### config.mk
export PLATFORM = sky130hd
export DESIGN_NAME = bar_level_fsm
export DESIGN_NICKNAME = d
export VERILOG_FILES = /design/src/rtl/bar_pkg.sv /design/src/rtl/bar_decoder.sv /design/src/rtl/bar_level_fsm.sv
export SDC_FILE = /design/constraint.sdc
export NUM_CORES = 1
export LEC_CHECK = 0
export CORE_ASPECT_RATIO = 1.2
export CORE_MARGIN = 3
export CORE_UTILIZATION = 41
export DETAILED_ROUTE_END_ITERATION = 10
export PLACE_DENSITY = 0.76
export SLEW_MARGIN = 40
export SYNTH_ARGS = -nofsm -noshare
export SYNTH_HDL_FRONTEND = slang
export SYNTH_SLANG_ARGS = --single-unit
### constraint.sdc
create_clock -name clk -period 2.38 [get_ports clk]
set_input_delay 0.714 -clock clk [delete_from_list [all_inputs] [get_ports clk]]
set_output_delay 0.714 -clock clk [all_outputs]
set_load 0.03 [all_outputs]
### src/rtl/bar_pkg.sv
// bar_pkg: shared mode and direction constants for LED bar displays
package bar_pkg;
  localparam logic [1:0] MODE_BAR    = 2'd0;
  localparam logic [1:0] MODE_DOT    = 2'd1;
  localparam logic [1:0] MODE_BOUNCE = 2'd2;
  localparam logic [1:0] MODE_RSVD   = 2'd3;
  typedef enum logic {DIR_DN = 1'b0, DIR_UP = 1'b1} dir_t;
endpackage

### src/rtl/bar_decoder.sv
// bar_decoder: combinational level+mode to LED pattern (bar or single dot)
module bar_decoder
  import bar_pkg::*;
#(
  parameter int NUM_LEVELS     = 8,
  parameter int LEDS_PER_LEVEL = 2,
  localparam int LW = $clog2(NUM_LEVELS + 1),
  localparam int OW = NUM_LEVELS * LEDS_PER_LEVEL
) (
  input  logic [LW-1:0] level,
  input  logic [1:0]    mode,
  output logic [OW-1:0] out
);
  int  hi;
  logic dot;
  assign hi  = int'(level) * LEDS_PER_LEVEL;
  assign dot = mode == MODE_DOT;
  // light bits below hi; in dot mode only the top group of LEDS_PER_LEVEL
  always_comb begin
    out = '0;
    for (int i = 0; i < OW; i++) out[i] = (i < hi) && (dot ? i >= hi - LEDS_PER_LEVEL : 1'b1);
  end
endmodule

### src/rtl/bar_level_fsm.sv
// bar_level_fsm: stepped level counter with wrap/saturate/bounce driving an LED bar
module bar_level_fsm
  import bar_pkg::*;
#(
  parameter int NUM_LEVELS     = 8,
  parameter int LEDS_PER_LEVEL = 2,
  localparam int LW = $clog2(NUM_LEVELS + 1),
  localparam int OW = NUM_LEVELS * LEDS_PER_LEVEL
) (
  input  logic          clk,
  input  logic          reset,
  input  logic          pulse,
  input  logic          cnt_up,
  input  logic          wrap_en,
  input  logic [1:0]    mode,
  input  logic          load,
  input  logic [LW-1:0] load_level,
  output logic [OW-1:0] out,
  output logic [LW-1:0] level,
  output logic          at_min,
  output logic          at_max,
  output logic          wrapped
);
  localparam logic [LW-1:0] MAX = LW'(NUM_LEVELS);
  localparam logic [LW-1:0] ONE = LW'(1);
  dir_t dir, dir_nx;
  logic [LW-1:0] level_nx;
  logic wrapped_nx, up, top, bot;
  assign top    = level == MAX;
  assign bot    = level == '0;
  assign at_min = bot;
  assign at_max = top;
  assign up     = mode == MODE_BOUNCE ? dir == DIR_UP : cnt_up;
  // state register
  always_ff @(posedge clk) begin
    if (reset) begin
      level   <= '0;
      dir     <= DIR_UP;
      wrapped <= 1'b0;
    end else begin
      level   <= level_nx;
      dir     <= dir_nx;
      wrapped <= wrapped_nx;
    end
  end
  // next state: load beats pulse; bounce reflects at the ends, other modes wrap or saturate
  always_comb begin
    level_nx   = level;
    dir_nx     = dir;
    wrapped_nx = 1'b0;
    if (load) level_nx = load_level > MAX ? MAX : load_level;
    else if (pulse) begin
      if (mode == MODE_BOUNCE) begin
        level_nx = up ? (top ? MAX - ONE : level + ONE) : (bot ? ONE : level - ONE);
        dir_nx   = up ? (top ? DIR_DN : DIR_UP) : (bot ? DIR_UP : DIR_DN);
      end else if (up ? top : bot) begin
        level_nx   = wrap_en ? (up ? '0 : MAX) : level;
        wrapped_nx = wrap_en;
      end else level_nx = up ? level + ONE : level - ONE;
    end
  end
  bar_decoder #(.NUM_LEVELS(NUM_LEVELS), .LEDS_PER_LEVEL(LEDS_PER_LEVEL)) u_dec (
    .level(level),
    .mode (mode),
    .out  (out)
  );
endmodule
==> results.cfg <==
[run]
timing.max_cap.violations = 0

[critical_path]
cp-start-kind = flip-flop
cp-end-kind = output port
crit_required_ns = 1.67
critPathMaxStageDelay_ns = 0.36
critPathSlowestCell = dfxtp_4
worstSetupPathType = reg2out
cpLargestDelayFamily = compound AO/OA/AOI/OAI gates
cp_data_arrival_time_ns = 1.82
cp_cell_sequence = o31ai_4, a21boi_4, and2_4, buf_4, inv_2, a21oi_2, buf_6
crit_fanout = 7
crit_buf_inv = 3

[drt]
dr.pass1.iters = 4
antenna_left = 0
dr.max_layer_used = met4
drt_first_iter_violations = 38
wl_met3_um = 155
avgViaCountPerCell = 5.64
wl_met1_um = 1470
vias = 1375
drt-wirelength-per-cell_um = 16.3
drc = 0
drt_wl_total_um = 3980
met2_length_um = 2260

[global_routing]
overflow = 0
antenna_found_initial = 0
grt_first_pass_wirelength_um = 5910
grt_usage_pct = 24.5
first_global_vias = 1339
grt_max_degree = 12

[clock_tree]
htree_levels = 1
cts_tree = yes
cts_sinks = 6
clkLatencyLatePin_ns = 0.25
clk_path_buf_depth = 2
cts_buffers = 3
cts.clk_slew.worst_paths_ns = 0.05
cts_root_buf = clkbuf_4

[timing]
period_share_pct = 107
drv_slew = 0
max_freq_mhz = 394
finalHoldViolCount = 0
slew_headroom_pct = 75.0
post-route-min-period_ns = 2.54
finClkSkew_ns = 0.00632
tightest_slew_ns = 0.369
rsz0062_at_grt = yes
whs_ns = 0.599
setup_viol = 16
setup_slack_ns = -0.157

[die]
die_width_um = 52
core_area_mm2 = 0.00235
io_pins = 35
rows = 19
die_h_um = 61.2
dieArea_mm2 = 0.00318
initial_core_util_pct = 44.2

[synthesis]
ys.warnings.count = 0
synth_ff_type = dfxtp_1
synth.distinct_cells = 50
ys_seq_area_share_pct = 11.5
syn_area_mm2 = 0.00104
synth_fp_nets = 155
synth_top_area_share_pct = 11.5
synth_edf_count = 0
synth_area_per_cell_um2 = 7.60
synth_seq_cells = 6
ys_async_sr_fraction_pct = 0
synth_cells = 137
synthTopCellsByArea = dfxtp_1 (12%), ha_1 (7.2%), a21oi_1 (6.7%)
yosysTopAreaCell = dfxtp_1

[outcome]
outcome = finished with violations
failed_checks = setup timing

[layout]
drive_gt1_share_pct = 54.5
synthToLayoutAreaGrowth_pct = 88.1
num_antenna_cells = 0
final_nets = 233

[place]
io_buffer_count = 34
place_congestion = 0.906
hpwl_um = 2830

[worst_hold_path]
worstHoldPathType = reg2reg

[pwr]
leakagePower_nw = 0.875
p_per_area_mw_per_mm2 = 479
p_total_mw = 0.938
ir_drop_mv = 0.362
## sequential cells by signal, summed over array words and instances, names as in the netlist
signal,count
dir,1
level,4
wrapped,1
## where the power goes
group	leakage, nW	internal [mW]	switching (mW)	total (mW)
Clock	0.0138	0.0574	0.0414	0.0987
Sequential	0.0516	0.108	0.0127	0.120
Combinational	0.810	0.345	0.374	0.720
## cell families after synthesis
group                      after synthesis  synth area share [%]
muxes                                    6                  6.25
DFF                                      6                  11.5
xor gates and xnor gates                 2                  1.68
adders and majority gates                6                  7.21
buffers and inverters                   18                  9.86
AOI/OAI and AO/OA                       54                  39.5
and+or+nand+nor                         45                  23.9
## worst reg2reg max path: cells and delay by family, from the launching register on
family	cells	cell delay, ns
DFF	1	0.38
AOI/OAI and AO/OA	2	0.45
buffers and inverters	6	0.76
adders and majority gates	1	0.20
and+or+nand+nor	2	0.26
## per-stage QoR
step	area (µm²)	TNS (ns)	util, %	worst slack [ns]	cells
after global placement	1730	-10.89	73.4	-0.804	229
after CTS	1890	-1.23	80.5	-0.158	241
after floorplan	1160	-0.00921	-	-0.00921	137
final	1960	-1.55	83.2	-0.157	244
after detailed placement	1730	-11.52	73.4	-0.858	229
after global routing	1960	-2.71	83.2	-0.231	244
## path summary, 6_finish.rpt
check	cells past startpoint	slack, ns	endpoint	start
hold / removal	1	0.60	dir	dir
hold reg to reg	1	0.60	dir	dir
setup reg to reg	11	0.25	level[1]	level[1]
setup / recovery	7	-0.16	out[6]	level[1]
## cell usage after synthesis, types with 2 or more instances
library cell	n
nand2_1	8
buf_2	4
nand4_1	2
nand2_2	2
inv_1	6
o21ai_2	3
nand3_1	3
o211ai_1	2
nor2_1	8
a31oi_1	3
mux2i_1	5
buf_6	2
o21a_1	4
nand3b_1	2
nand2b_1	9
dfxtp_1	6
o21ai_1	2
and2_1	3
xnor2_1	2
inv_2	2
o31ai_1	3
a21oi_1	14
clkbuf_1	2
nor3_1	3
ha_1	6
o21ai_0	3
a21oi_2	5
## layout make-up
cell class	count	area [µm²]
clock buffer	3	22.5
fill	136	395
inverter	8	35.0
multi-input combinational	113	985
sequential	6	133
tap	31	38.8
timing repair buffer	83	744
## layout by cell type, fill, tap and decap left out, types with 4 or more instances in the layout
cell | synthesis | layout
ha_1 | 6 | 5
o21a_1 | 4 | 4
clkdlybuf4s50_1 | 0 | 14
buf_4 | 1 | 47
clkbuf_4 | 0 | 4
and2_4 | 1 | 4
a21oi_4 | 0 | 6
a21oi_2 | 5 | 5
nor2_1 | 8 | 6
nand2b_1 | 9 | 8
a21oi_1 | 14 | 8
nand2_1 | 8 | 8
inv_1 | 6 | 4
mux2i_1 | 5 | 5
buf_6 | 2 | 16
## routing by layer
metal	up-vias	global-route usage, %
met5	-	0
met4	0	8.24
met3	9	3.87
met2	56	50.4
met1	660	24.4
li1	650	-
## timing repair
item                       in CTS  in global routing
cloned                          1                  0
setup endpoints to repair      17                 17
gates resized for setup       108                  9
buffers inserted                8                  3
hold buffers                    0                  0
pin swaps                       8                  4
Note: power is estimated with default switching activity, not from simulation.
